File: config.mk
export PLATFORM = sky130hd
export DESIGN_NAME = light_lamp_driver
export DESIGN_NICKNAME = d
export VERILOG_FILES = /design/src/rtl/light_lamp_driver.sv
export SDC_FILE = /design/constraint.sdc
export NUM_CORES = 1
export LEC_CHECK = 0
export BUFFER_PORTS_ARGS = -buffer_cell sky130_fd_sc_hd__buf_2
export CELL_PAD_IN_SITES_DETAIL_PLACEMENT = 1
export CELL_PAD_IN_SITES_GLOBAL_PLACEMENT = 1
export CORE_MARGIN = 2
export CORE_UTILIZATION = 35
export DETAILED_ROUTE_END_ITERATION = 16
export GPL_TIMING_DRIVEN = 1
export PLACE_DENSITY = 0.67
export SLEW_MARGIN = 20
export SYNTH_ARGS = -nofsm -noshare
export SYNTH_HDL_FRONTEND = slang
export SYNTH_SLANG_ARGS = --single-unit
File: constraint.sdc
create_clock -name clk -period 5.2 [get_ports clk]
set_input_delay 0.26 -clock clk [delete_from_list [all_inputs] [get_ports clk]]
set_output_delay 0.26 -clock clk [all_outputs]
set_load 0.02 [all_outputs]
File: src/rtl/light_lamp_driver.sv
// Lamp driver for the three-direction traffic-light controller: decodes the one-hot
// pass signals into R/Y/G lamps and a countdown, with all-red flashing on malformed input.
module light_lamp_driver #(
  parameter int L           = 10,
  parameter int S           = 3,
  parameter int RW          = 8,
  parameter int FAULT_CYC   = 2,
  parameter int RECOVER_CYC = 3
) (
  input  logic          clk,
  input  logic          rst,
  input  logic          J,
  input  logic          P,
  input  logic          C,
  output logic [2:0]    J_lamp,
  output logic [2:0]    P_lamp,
  output logic [2:0]    C_lamp,
  output logic [RW-1:0] remain,
  output logic          fault,
  output logic          seq_err
);

  if (L <= S) begin : g_bad_len
    $error("light_lamp_driver: L must be greater than S");
  end
  if (L + 2 * S >= 2 ** RW) begin : g_bad_rw
    $error("light_lamp_driver: RW too narrow for L+2*S");
  end
  if (FAULT_CYC < 1 || RECOVER_CYC < 1 || FAULT_CYC > 255 || RECOVER_CYC > 255) begin : g_bad_cyc
    $error("light_lamp_driver: FAULT_CYC/RECOVER_CYC out of range");
  end

  typedef enum logic [1:0] {ST_IDLE, ST_RUN, ST_FAULT} state_t;
  typedef enum logic [1:0] {PH_NONE, PH_J, PH_P, PH_C} phase_t;

  localparam logic [RW-1:0] DUR_J = RW'(L + S);
  localparam logic [RW-1:0] DUR_P = RW'(L - S);
  localparam logic [RW-1:0] DUR_C = RW'(L + 2 * S);
  localparam logic [RW-1:0] S_W   = RW'(S);
  localparam logic [RW-1:0] ONE_W = RW'(1);
  localparam logic [7:0]    FC    = 8'(FAULT_CYC);
  localparam logic [7:0]    RC    = 8'(RECOVER_CYC);

  function automatic logic [RW-1:0] dur(input phase_t ph);
    case (ph)
      PH_J:    dur = DUR_J;
      PH_P:    dur = DUR_P;
      PH_C:    dur = DUR_C;
      default: dur = '0;
    endcase
  endfunction

  function automatic phase_t succ(input phase_t ph);
    case (ph)
      PH_J:    succ = PH_P;
      PH_P:    succ = PH_C;
      PH_C:    succ = PH_J;
      default: succ = PH_NONE;
    endcase
  endfunction

  state_t        state_reg, state_next;
  phase_t        phase_reg, phase_next;
  logic [RW-1:0] remain_reg, remain_next;
  logic [7:0]    bad_reg, bad_next;
  logic [7:0]    rec_reg, rec_next;
  logic          flash_reg, flash_next;
  logic          seq_err_reg, seq_err_next;
  logic          fault_reg;
  logic [8:0]    lamps_reg, lamps_next;

  logic   sample_valid;
  phase_t sample_ph;

  always_comb begin
    sample_valid = 1'b1;
    sample_ph    = PH_NONE;
    case ({J, P, C})
      3'b100:  sample_ph = PH_J;
      3'b010:  sample_ph = PH_P;
      3'b001:  sample_ph = PH_C;
      default: sample_valid = 1'b0;
    endcase
  end

  always_ff @(posedge clk) begin
    if (!rst) begin
      state_reg   <= ST_IDLE;
      phase_reg   <= PH_NONE;
      remain_reg  <= '0;
      bad_reg     <= '0;
      rec_reg     <= '0;
      flash_reg   <= 1'b0;
      seq_err_reg <= 1'b0;
      fault_reg   <= 1'b0;
      lamps_reg   <= {3{3'b100}};
    end else begin
      state_reg   <= state_next;
      phase_reg   <= phase_next;
      remain_reg  <= remain_next;
      bad_reg     <= bad_next;
      rec_reg     <= rec_next;
      flash_reg   <= flash_next;
      seq_err_reg <= seq_err_next;
      fault_reg   <= (state_next == ST_FAULT);
      lamps_reg   <= lamps_next;
    end
  end

  always_comb begin
    state_next   = state_reg;
    phase_next   = phase_reg;
    remain_next  = remain_reg;
    bad_next     = bad_reg;
    rec_next     = rec_reg;
    flash_next   = flash_reg;
    seq_err_next = seq_err_reg;
    case (state_reg)
      ST_FAULT: begin
        flash_next = ~flash_reg;
        bad_next   = '0;
        if (sample_valid) begin
          // phase_reg holds the last valid sample, which is what recovery compares against
          rec_next   = (sample_ph == phase_reg) ? rec_reg + 8'd1 : 8'd1;
          phase_next = sample_ph;
          if (rec_next >= RC) begin
            state_next  = ST_RUN;
            remain_next = dur(sample_ph);
            rec_next    = '0;
          end
        end else begin
          rec_next = '0;
        end
      end
      default: begin
        if (sample_valid) begin
          bad_next   = '0;
          state_next = ST_RUN;
          phase_next = sample_ph;
          if (state_reg == ST_RUN && sample_ph == phase_reg) begin
            remain_next = (remain_reg > ONE_W) ? remain_reg - ONE_W : ONE_W;
          end else begin
            remain_next = dur(sample_ph);
            if (state_reg == ST_RUN && sample_ph != succ(phase_reg)) begin
              seq_err_next = 1'b1;
            end
          end
        end else if (bad_reg + 8'd1 >= FC) begin
          state_next  = ST_FAULT;
          bad_next    = '0;
          rec_next    = '0;
          remain_next = '0;
          flash_next  = 1'b1;
        end else begin
          bad_next = bad_reg + 8'd1;
        end
      end
    endcase
  end

  // Lamp slice gi: 0 = J, 1 = P, 2 = C
  for (genvar gi = 0; gi < 3; gi++) begin : g_lamp
    localparam phase_t DIR = phase_t'(2'(gi + 1));
    assign lamps_next[3*gi +: 3] =
      (state_next == ST_FAULT) ? {flash_next, 2'b00} :
      (state_next == ST_RUN && phase_next == DIR) ?
        ((remain_next > S_W) ? 3'b001 : 3'b010) : 3'b100;
  end

  assign J_lamp  = lamps_reg[2:0];
  assign P_lamp  = lamps_reg[5:3];
  assign C_lamp  = lamps_reg[8:6];
  assign remain  = remain_reg;
  assign fault   = fault_reg;
  assign seq_err = seq_err_reg;

endmodule

; ---- Yosys cells after proc, flatten, opt, wreduce, memory -nomap -nowiden
; Cells that the tools add are included.
[totals]
register_bits = 40
in_bits = 5
[op_classes]
addsub = 3
order_cmp = 4
n_eq_ne = 19
n_mux = 36
bitwise = 7
reduce_logical = 13
[op_table]
columns = cell, count
row1 = two-way mux 8 bit, 13
row2 = two-way mux 2 bit, 10
row3 = two-way mux 3 bit, 6
row4 = "adder 8 x 1 -> 8 bit, second input constant", 2
row5 = "== test 2 bit, second input constant", 8
row6 = ">= comparator 8 x 2 -> 1 bit, second input constant", 2
row7 = one-hot mux 5 bit (3 select lines), 1
row8 = one-hot mux 2 bit (3 select lines), 2
row9 = OR reduction 3 bit, 4
row10 = "== test 2 x 1 -> 1 bit, second input constant", 5
row11 = "> comparator 8 x 1 -> 1 bit, second input constant", 1
row12 = "> comparator 8 x 2 -> 1 bit, second input constant", 1
row13 = "subtractor 8 x 1 -> 8 bit, second input constant", 1
row14 = inverter 1 bit, 7
row15 = logical AND 1 bit, 5
row16 = two-way mux 1 bit, 4
row17 = AND reduction 4 bit, 1
row18 = OR reduction 4 bit, 1
row19 = "== test 3 x 1 -> 1 bit, second input constant", 1
row20 = "== test 3 x 2 -> 1 bit, second input constant", 1
row21 = "== test 3 bit, second input constant", 1
row22 = == test 2 bit, 1
row23 = "inequality test 2 x 1 -> 1 bit, second input constant", 1
row24 = inequality test 2 bit, 1
row25 = 2 further kinds, 2

; ---- Longest topological paths before layout
; Gate-level depths: netlist (run 1).
[depth]
word_depth = 12
depth_mapped = 11

; ---- Least setup slack after synthesis (run 1)
; OpenSTA, ideal clock, no wires.
[synth_path]
path_type = reg2reg
start = reg bad_reg[0]
end = reg lamps_reg[1]
setup_ns = 0.092
arrival_time_ns = 2.420
path_slack_ns = 2.688
stages_incl_launch_ff = 9
path_buffers = 0
synth_period_minus_slack_ns = 2.512
path_cell_list = dfxtp_1 ha_1 and4_1 a21oi_1 o41ai_1 nand3_1 o22ai_1 nand3_1 nor4_1
[synth_via]
elab_chain_cells = 9
word_cells_on_any_way = 15
cone_classes = 1 x add/sub / 2 x order compare / 2 x eq/ne / 7 x mux / 1 x bitwise / 2 x reduce/logical
[synth_rtl]
columns = element, line
row1 = from (decl), 65  ; logic [7:0] bad_reg, bad_next;
row2 = from (signal assigned), 101  ; bad_reg <= bad_next;
row3 = adder 8 x 1 -> 8 bit (*), 148  ; end else if (bad_reg + 8'd1 >= FC) begin
row4 = >= comparator 8 x 2 -> 1 bit (*), 148
row5 = branches (longest 7 deep; another with > comparator 8 x 2 -> 1 bit), -
row6 = to (signal assigned), 96  ; lamps_reg <= {3{3'b100}};
row7 = to (signal assigned), 106  ; lamps_reg <= lamps_next;
row8 = to (decl), 70  ; logic [8:0] lamps_reg, lamps_next;
; Every way passes the cells marked *.
; A chain may end at the register's enable or synchronous reset.

; ---- Worst setup path in the final report (run 1)
[layout_path]
start = reg bad_reg[0]
end = reg rec_reg[0]
[layout_via]
elab_chain_cells = 4
[layout_rtl]
columns = element, line
row1 = adder 8 x 1 -> 8 bit, 148
row2 = >= comparator 8 x 2 -> 1 bit, 148
row3 = nonzero test 2 bit (no line), -
row4 = AND reduction 2 bit (no line), -
row5 = to (signal assigned), 102  ; rec_reg <= rec_next;
row6 = to (decl), 66  ; logic [7:0] rec_reg, rec_next;
; No other way between the ends.

==> results.yml, run 1 <==
outcome:
  outcome: "finished clean"
detailed_routing:
  wl_per_cell_microns: 16.5
  drt_first_iter_violations: 131
  finalWirelength_microns: 6190
  antenna_left: 0
  drc_errors: 0
  avgViaCountPerCell: 5.69
  first_pass_iters: 4
  num_vias: 2139
critical_path:
  r2r_slack_ns: 2.01
  end_kind: "flip-flop"
  worstPathMaxFanout: 9
  arrival_ns: 3.40
  reg2reg_from: "bad_reg[0]$_SDFF_PP0_"
  reg2reg_to: "rec_reg[0]$_SDFFE_PN0P_"
  worstSetupPathType: "reg -> reg"
  worstRegToRegCells: 8
  crit_path_start_kind: "flip-flop"
  required_ns: 5.41
logic_synthesis:
  synth.distinct_cells: 62
  yosysSeqAreaShare: 0.350
  synth_edf_count: 0
  ys.flop_type: "dfxtp_1"
  yosysTopAreaCell: "dfxtp_1"
  yosysWarnings: 0
  synthArstFlopShare: 0
  synthCells: 277
  synth_top_area_frac: 0.350
  synthTopCellsByArea: "dfxtp_1 (35%), ha_1 (5.5%), nor2_1 (4.4%), a21oi_1 (4.4%), nand2_1 (2.8%)"
  synth_area_per_cell_sq_um: 8.25
  ys_ff_latch: 40
  syn-cell-area_sq_um: 2290
hold_path:
  min_to: "flash_reg$_SDFF_PN0_"
  hold_depth: 3
  hp-class: "in -> reg"
  hold_path_startpoint: "rst"
sta:
  setup-violations-final: 0
  max_freq_ghz: 0.313
  worst_pin_slew_ns: 0.900
  finClkSkew_ns: 0.00951
  finalSetupTns_ns: 0
  finalCritPeriodShare: 0.614
  drv_slew: 0
  relSlewSlack: 0.392
  period_minus_slack_ns: 3.19
  hold_viol: 0
  grt_setup_unrepaired: "false"
place:
  hpwlAfterDp_microns: 4600
  dpl_cell_area_sq_um: 2450
  io_buffers: 23
  place_congestion: 0.824
clock_network:
  cts_root_buffer: "clkbuf_8"
  cts_sinks: 40
  ctsResizeCount: 0
  clk_pin_slew_ns: 0.09
  cts_setup_buffers: 0
  cts_hold_buf: 0
  clk_latency_ns: 0.29
  h-tree-depth: 2
  cts_made_buffers: 5
  cts_tree: "built"
  cts.path.max_buffers: 2
pwr:
  pwr-share-comb: 0.205
  clockPowerShare: 0.307
  seq_power_share: 0.488
  cellLeakagePower_nw: 1.06
  swShare: 0.325
  power_switching_mw: 0.223
  p_int_mw: 0.462
  p_per_area_nw_per_um2: 270
  irDropWorstVdd_mv: 0.138
grt:
  grt_pass1_wl_microns: 10100
  overflow: 0
  track_usage: 0.175
  grt_max_degree: 19
  antenna_found_initial: 0
  grt_pass1_vias: 1997
floorplan:
  die_w_microns: 84.8
  dieArea_sq_um: 7190
  pin_count: 24
  initial_core_util: 0.360
  fp.dieH_microns: 84.8
  coreArea_sq_um: 6350
  rows: 29
layout:
  largest_reg_flops: 9
  nNetsFinal: 313
  drive_gt1_frac: 0.154
  area_growth_pct: 11.1
  fill_cells: 792
  diodes: 0
  finalInstanceArea_sq_um: 2540
job:
  maxCapViolCount: 0
## power by group through the flow
stage          Clock [mW]  Sequential [mW]  Combinational, mW
5_1_grt             0.230            0.337              0.157
4_1_cts             0.217            0.334              0.140
3_5_place_dp            0            0.342              0.139
3_3_place_gp            0            0.341              0.138
6_report            0.210            0.334              0.140
2_1_floorplan           0            0.343              0.102
## metrics by stage
step                setup WS, ns  instances  hold slack, ns   util  power, mW
floorplan                   2.69        283           0.421      -      0.445
finish                      2.01        376           0.349  0.400      0.685
global route                1.62        376           0.356  0.400      0.723
global placement            2.24        368           0.432  0.386      0.479
CTS                         2.00        376           0.339  0.400      0.692
detailed placement          2.04        368           0.449  0.386      0.481
## final cells by class
class	count	area, sq um	area share
multi-input combinational	217	1400	0.551
inverter	11	41.3	0.0163
timing repair buffer	23	115	0.0453
clock buffer	5	68.8	0.0271
sequential	40	801	0.315
tap	77	96.3	0.0379
clock inverter	3	18.8	0.00739
## logic make-up after synthesis
logic type,synth area share
compound gates,0.222
other cells,0.00164
buf+inv,0.0476
flops,0.350
xor+xnor,0.0230
simple gates,0.287
mux,0.00930
fa+ha+maj,0.0591
## how the worst max path moves through the flow
stage                           from                       to  slack, ns
2_1_floorplan  bad_reg[0]$_SDFF_PP0_  lamps_reg[1]$_SDFF_PP0_       2.69
3_3_place_gp   bad_reg[0]$_SDFF_PP0_  rec_reg[0]$_SDFFE_PN0P_       2.24
3_5_place_dp   bad_reg[0]$_SDFF_PP0_  rec_reg[0]$_SDFFE_PN0P_       2.04
4_1_cts        bad_reg[0]$_SDFF_PP0_  rec_reg[0]$_SDFFE_PN0P_       2.00
5_1_grt        bad_reg[0]$_SDFF_PP0_  rec_reg[0]$_SDFFE_PN0P_       1.62
6_report       bad_reg[0]$_SDFF_PP0_  rec_reg[0]$_SDFFE_PN0P_       2.01
## cells in the final DEF (no fill, tap or decap), types with 5 or more instances in the layout
cell type | synthesis | layout
dfxtp_1 | 40 | 40
nor2_1 | 27 | 27
buf_2 | 3 | 23
a21oi_1 | 20 | 20
nand2_1 | 17 | 17
nor3_1 | 12 | 12
nand3_1 | 12 | 12
o21ai_0 | 12 | 12
inv_1 | 11 | 11
and3_1 | 10 | 10
ha_1 | 10 | 10
a31oi_1 | 8 | 8
nor4_1 | 7 | 7
conb_1 | 1 | 7
clkbuf_8 | 0 | 5
## metal layers
layer / track usage / up-vias / wire (microns)
met5: 0 / - / 0
met4: 0.0303 / 0 / 40
met3: 0.0263 / 4 / 237
met2: 0.278 / 35 / 2830
met1: 0.256 / 1042 / 3090
li1: - / 1058 / -
## synthesized netlist by cell type (7+ instances only)
| cell type | instances |
|---|---|
| nand3_1 | 12 |
| nor2_1 | 27 |
| nor4_1 | 7 |
| clkbuf_1 | 11 |
| nor3_1 | 12 |
| inv_1 | 11 |
| nand2_1 | 17 |
| a31oi_1 | 8 |
| o21ai_0 | 12 |
| ha_1 | 10 |
| and3_1 | 10 |
| a21oi_1 | 20 |
| dfxtp_1 | 40 |
## worst max-delay path: stages, from the launching register on
cell and delay [ns]:
dfxtp_1 0.44, ha_1 0.25, and4_1 0.23, a21oi_1 0.07, o41ai_1 0.73, nand3_1 0.42, a21oi_1 0.61, nor2_1 0.11
a211oi_1 0.25
Power figures use the tool's default switching activity.
==> inputs of run 2 (changes only) <==
==> constraint.sdc (replaced) <==
create_clock -name clk -period 3.07 [get_ports clk]
set_input_delay 0.1535 -clock clk [delete_from_list [all_inputs] [get_ports clk]]
set_output_delay 0.1535 -clock clk [all_outputs]
set_load 0.02 [all_outputs]
==> run 2 against run 1 <==
Core utilization up 1.5 points. Routed wire length up 0.44%. Fmax up 13%. Die area unchanged. Via count up 0.47%. Global-route usage up 0.79 points. Count of clock-buffer cells in the layout up 1. Power up 86%. Combinational power up 80%. Setup slack worse by 1.8 ns. Sequential share of layout area down 1.1 points.
==> results.yml, run 2 (synthesized netlist as in run 1, its figures left out) <==
sta:
  grt_setup_unrepaired: "false"
  relSlewSlack: 0.641
  hold_viol: 0
  max_freq_ghz: 0.353
  period_minus_slack_ns: 2.83
  setup-violations-final: 0
  finClkSkew_ns: 0.0101
  finalCritPeriodShare: 0.923
  worst_pin_slew_ns: 0.534
  drv_slew: 0
  finalSetupTns_ns: 0
job:
  maxCapViolCount: 0
detailed_routing:
  finalWirelength_microns: 6220
  drc_errors: 0
  wl_per_cell_microns: 16.2
  drt_first_iter_violations: 105
  antenna_left: 0
  num_vias: 2149
  avgViaCountPerCell: 5.60
  first_pass_iters: 4
critical_path:
  end_kind: "flip-flop"
  path_delay_family: "simple AND/OR/NAND/NOR gates"
  critPathBufInv: 0
  cp_slowest_cell: "or4_1"
  required_ns: 3.28
  crit_path_start_kind: "flip-flop"
  worstSetupPathType: "reg -> reg"
  path_cells: "or4_1, and3_4, o22ai_2, a31oi_1, o21ai_0, or3b_2, nor4_1"
  max_stage_delay_ns: 0.51
  arrival_ns: 3.04
  worstPathMaxFanout: 13
layout:
  drive_gt1_frac: 0.176
  mostFrequentLayoutCells: "dfxtp_1 (40), nor2_1 (27), buf_2 (23)"
  diodes: 0
  nNetsFinal: 321
  layout_commonest_cell: "dfxtp_1"
  finalInstanceArea_sq_um: 2630
  area_growth_pct: 15.2
  largest_reg_flops: 9
pwr:
  irDropWorstVdd_mv: 0.319
  seq_power_share: 0.441
  power.total_mw: 1.28
  swShare: 0.296
  clockPowerShare: 0.362
  power_switching_mw: 0.377
  cellLeakagePower_nw: 1.12
  p_int_mw: 0.898
  pwr-share-comb: 0.197
  p_per_area_nw_per_um2: 484
place:
  io_buffers: 23
  hpwlAfterDp_microns: 4720
  dpl_cell_area_sq_um: 2510
  place_congestion: 0.888
grt:
  overflow: 0
  antenna_found_initial: 0
  track_usage: 0.183
  grt_max_degree: 19
  grt_pass1_wl_microns: 10600
  grt_pass1_vias: 2123
clock_network:
  clk_latency_ns: 0.30
  cts_root_buffer: "clkbuf_8"
  h-tree-depth: 2
  clk_pin_slew_ns: 0.08
  cts_setup_buffers: 0
  cts_made_buffers: 5
  cts_tree: "built"
  cts_sinks: 40
  cts_hold_buf: 0
  cts.path.max_buffers: 2
  ctsResizeCount: 0
floorplan:
  pin_count: 24
  fp.dieH_microns: 84.8
  rows: 29
  die_w_microns: 84.8
  coreArea_sq_um: 6350
  dieArea_sq_um: 7190
  initial_core_util: 0.360
hold_path:
  hp-class: "in -> reg"
outcome:
  outcome: "finished clean"
-- run 2: cell count changes in the layout (fill, tap and decap cells not counted), sizes merged --
cell	change
bufinv	+1
clkinv	-2
clkbuf	+1
buf	+8
-- run 2: layer usage --
metal,track usage,wire length (microns)
met5,0,0
met4,0.0563,98
met3,0.0389,197
met2,0.295,2880
met1,0.247,3050
-- run 2: layout make-up --
cell class	count	area, sq um
clock buffers	6	82.6
clock inverters	2	38.8
fillers	776	3720
inverters	11	41.3
multi-input cells	217	1400
flip-flops and latches	40	801
well taps	77	96.3
repair buffers	31	175
-- run 2: tightest hold or removal path: stages --
cell and delay [ns]:
buf_2 0.20, nand2_1 0.09, a21oi_1 0.03
-- run 2: path summary, 6_finish.rpt --
path,from,end,slack [ns],cells past startpoint
worst max-delay path,phase_reg[0]$_SDFF_PN0_,lamps_reg[4]$_SDFF_PP0_,0.24,7
worst min-delay path,rst,flash_reg$_SDFF_PN0_,0.23,3
worst max register to register,phase_reg[0]$_SDFF_PN0_,lamps_reg[4]$_SDFF_PP0_,0.24,7
worst min register to register,flash_reg$_SDFF_PN0_,flash_reg$_SDFF_PN0_,0.46,2
-- run 2: power by group through the flow --
stage	logic, mW	registers, mW	clock network [mW]
2_1_floorplan	0.174	0.581	0
3_3_place_gp	0.248	0.574	0
3_5_place_dp	0.250	0.575	0
4_1_cts	0.252	0.563	0.474
5_1_grt	0.282	0.567	0.498
6_report	0.252	0.563	0.461
-- run 2: through the flow --
step                      setup WS, ns  hold WS (ns)  utilization  instances
after floorplan                  0.558         0.421            -        283
after global placement           0.294         0.438        0.396        376
after detailed placement         0.273         0.447        0.396        376
after CTS                        0.230         0.227        0.415        384
after global routing            0.0531         0.248        0.415        384
final                            0.236         0.235        0.415        384
==> inputs of run 3 (changes only) <==
==> constraint.sdc (replaced) <==
create_clock -name clk -period 3.07 [get_ports clk]
set_input_delay 0 -clock clk [delete_from_list [all_inputs] [get_ports clk]]
set_output_delay 0 -clock clk [all_outputs]
set_load 0.02 [all_outputs]
==> run 3 against run 2 <==
Sequential power hardly changed. Largest power group unchanged. Combinational power barely moved. Highest routed layer unchanged. First-iteration DRC count is 1.9% higher. Critical endpoint unchanged. Via count increased by 0.37%. Critical path depth stayed put. Sequential share of layout area up 0.56 points. Core utilization is 0.75 points lower. Die area is the same. Register-to-register slack about the same. Final area is 1.8% lower.
==> results.yml, run 3 (synthesized netlist as in run 1, its figures left out) <==
outcome:
  outcome: "finished clean"
critical_path:
  arrival_ns: 3.03
  end_kind: "flip-flop"
  worstPathMaxFanout: 13
  cp_slowest_cell: "or4_1"
  max_stage_delay_ns: 0.52
  crit_cells: 7
  path_cells: "or4_1, and3_4, o22ai_2, a31oi_1, o21ai_0, or3b_2, nor4_1"
  critPathBufInv: 0
  required_ns: 3.28
  reg2reg_from: "phase_reg[0]$_SDFF_PN0_"
  path_delay_family: "simple AND/OR/NAND/NOR gates"
  worstSetupPathType: "reg -> reg"
  r2r_slack_ns: 0.24
  crit_path_start_kind: "flip-flop"
  startpoint: "phase_reg[0]$_SDFF_PN0_"
  reg2reg_to: "lamps_reg[4]$_SDFF_PP0_"
  worstRegToRegCells: 7
detailed_routing:
  finalWirelength_microns: 6030
  antenna_left: 0
  num_vias: 2157
  avgViaCountPerCell: 5.65
  drt_first_iter_violations: 107
  drc_errors: 0
  first_pass_iters: 4
  wl_per_cell_microns: 15.8
layout:
  diodes: 0
  fill_cells: 763
  area_growth_pct: 13.1
  largest_reg_flops: 9
  layout_commonest_cell: "dfxtp_1"
  drive_gt1_frac: 0.170
  mostFrequentLayoutCells: "dfxtp_1 (40), nor2_1 (27), buf_2 (23)"
  nNetsFinal: 320
  finalInstanceArea_sq_um: 2590
pwr:
  power.total_mw: 1.16
  p_per_area_nw_per_um2: 447
  pwr-share-comb: 0.215
  cellLeakagePower_nw: 1.09
  power_switching_mw: 0.372
  p_int_mw: 0.785
  clockPowerShare: 0.298
  seq_power_share: 0.486
  swShare: 0.322
  irDropWorstVdd_mv: 0.194
hold_path:
  min_to: "flash_reg$_SDFF_PN0_"
  hold_depth: 3
  hold_path_startpoint: "rst"
  hp-class: "in -> reg"
sta:
  worst_slack_ns: 0.245
  drv_slew: 0
  finalCritPeriodShare: 0.920
  period_minus_slack_ns: 2.83
  max_freq_ghz: 0.354
  grt_setup_unrepaired: "false"
  finalSetupTns_ns: 0
  hold_viol: 0
  timing.hold.ws_ns: 0.0650
  worst_pin_slew_ns: 0.520
  finClkSkew_ns: 0.0110
  setup-violations-final: 0
  relSlewSlack: 0.653
place:
  preCtsSetupSlack_ns: 0.279
  io_buffers: 23
  place_congestion: 0.876
  hpwlAfterDp_microns: 4570
  dpl_cell_area_sq_um: 2500
job:
  maxCapViolCount: 0
floorplan:
  coreArea_sq_um: 6350
  die_w_microns: 84.8
  rows: 29
  initial_core_util: 0.360
  pin_count: 24
  fp.dieH_microns: 84.8
  dieArea_sq_um: 7190
grt:
  grt_max_degree: 19
  track_usage: 0.177
  grt_pass1_vias: 2023
  grt_pass1_wl_microns: 10200
  antenna_found_initial: 0
  overflow: 0
clock_network:
  cts_hold_buf: 0
  cts.path.max_buffers: 2
  clk_pin_slew_ns: 0.08
  cts_setup_buffers: 0
  cts_tree: "built"
  cts_made_buffers: 5
  ctsResizeCount: 0
  cts_root_buffer: "clkbuf_8"
  clk_latency_ns: 0.30
  h-tree-depth: 2
  cts_sinks: 40
## run 3: changes by cell type in the layout (fill, tap and decap cells not counted)
cell	before	now
buf_4	8	7
bufinv_16	1	0
clkbuf_8	6	5
clkinv_2	0	1
clkinv_4	1	0
clkinvlp_4	0	1
## run 3: area by class of cell
class | instances | area, sq um | share of cell area
tap | 77 | 96.3 | 0.0373
multi-input combinational | 217 | 1400 | 0.541
clock buffer | 5 | 68.8 | 0.0266
inverter | 11 | 41.3 | 0.0160
clock inverter | 2 | 12.5 | 0.00484
timing repair buffer | 30 | 168 | 0.0648
sequential | 40 | 801 | 0.310
## run 3: how the worst max path moves through the flow
| stage | end |
|---|---|
| final | lamps_reg[4]$_SDFF_PP0_ |
| after global routing | lamps_reg[4]$_SDFF_PP0_ |
| after CTS | lamps_reg[4]$_SDFF_PP0_ |
| after global placement | lamps_reg[4]$_SDFF_PP0_ |
| after detailed placement | lamps_reg[4]$_SDFF_PP0_ |
| after floorplan | lamps_reg[1]$_SDFF_PP0_ |
## run 3: power by group through the flow
stage,combinational [mW],sequential (mW),clock (mW)
final,0.249,0.563,0.345
after global routing,0.281,0.567,0.376
after floorplan,0.174,0.581,0
after detailed placement,0.248,0.575,0
after CTS,0.250,0.563,0.359
after global placement,0.246,0.574,0
## run 3: worst register-to-register path, stage by stage, from the launching register on
cell and delay, ns:
dfxtp_1 0.46, or4_1 0.52, and3_4 0.21, o22ai_2 0.27
a31oi_1 0.19, o21ai_0 0.35, or3b_2 0.52, nor4_1 0.22
## run 3: routing by layer
metal | track usage | vias to the layer above | share of wire
met3 | 0.0350 | 8 | 0.032
li1 | - | 1073 | -
met5 | 0 | - | 0
met4 | 0.0476 | 0 | 0.010
met1 | 0.248 | 1041 | 0.51
met2 | 0.279 | 35 | 0.45
## run 3: per-stage QoR
stage,cells,util
6_report,382,0.407
5_1_grt,382,0.407
4_1_cts,382,0.407
3_5_place_dp,375,0.394
3_3_place_gp,375,0.394
2_1_floorplan,283,-
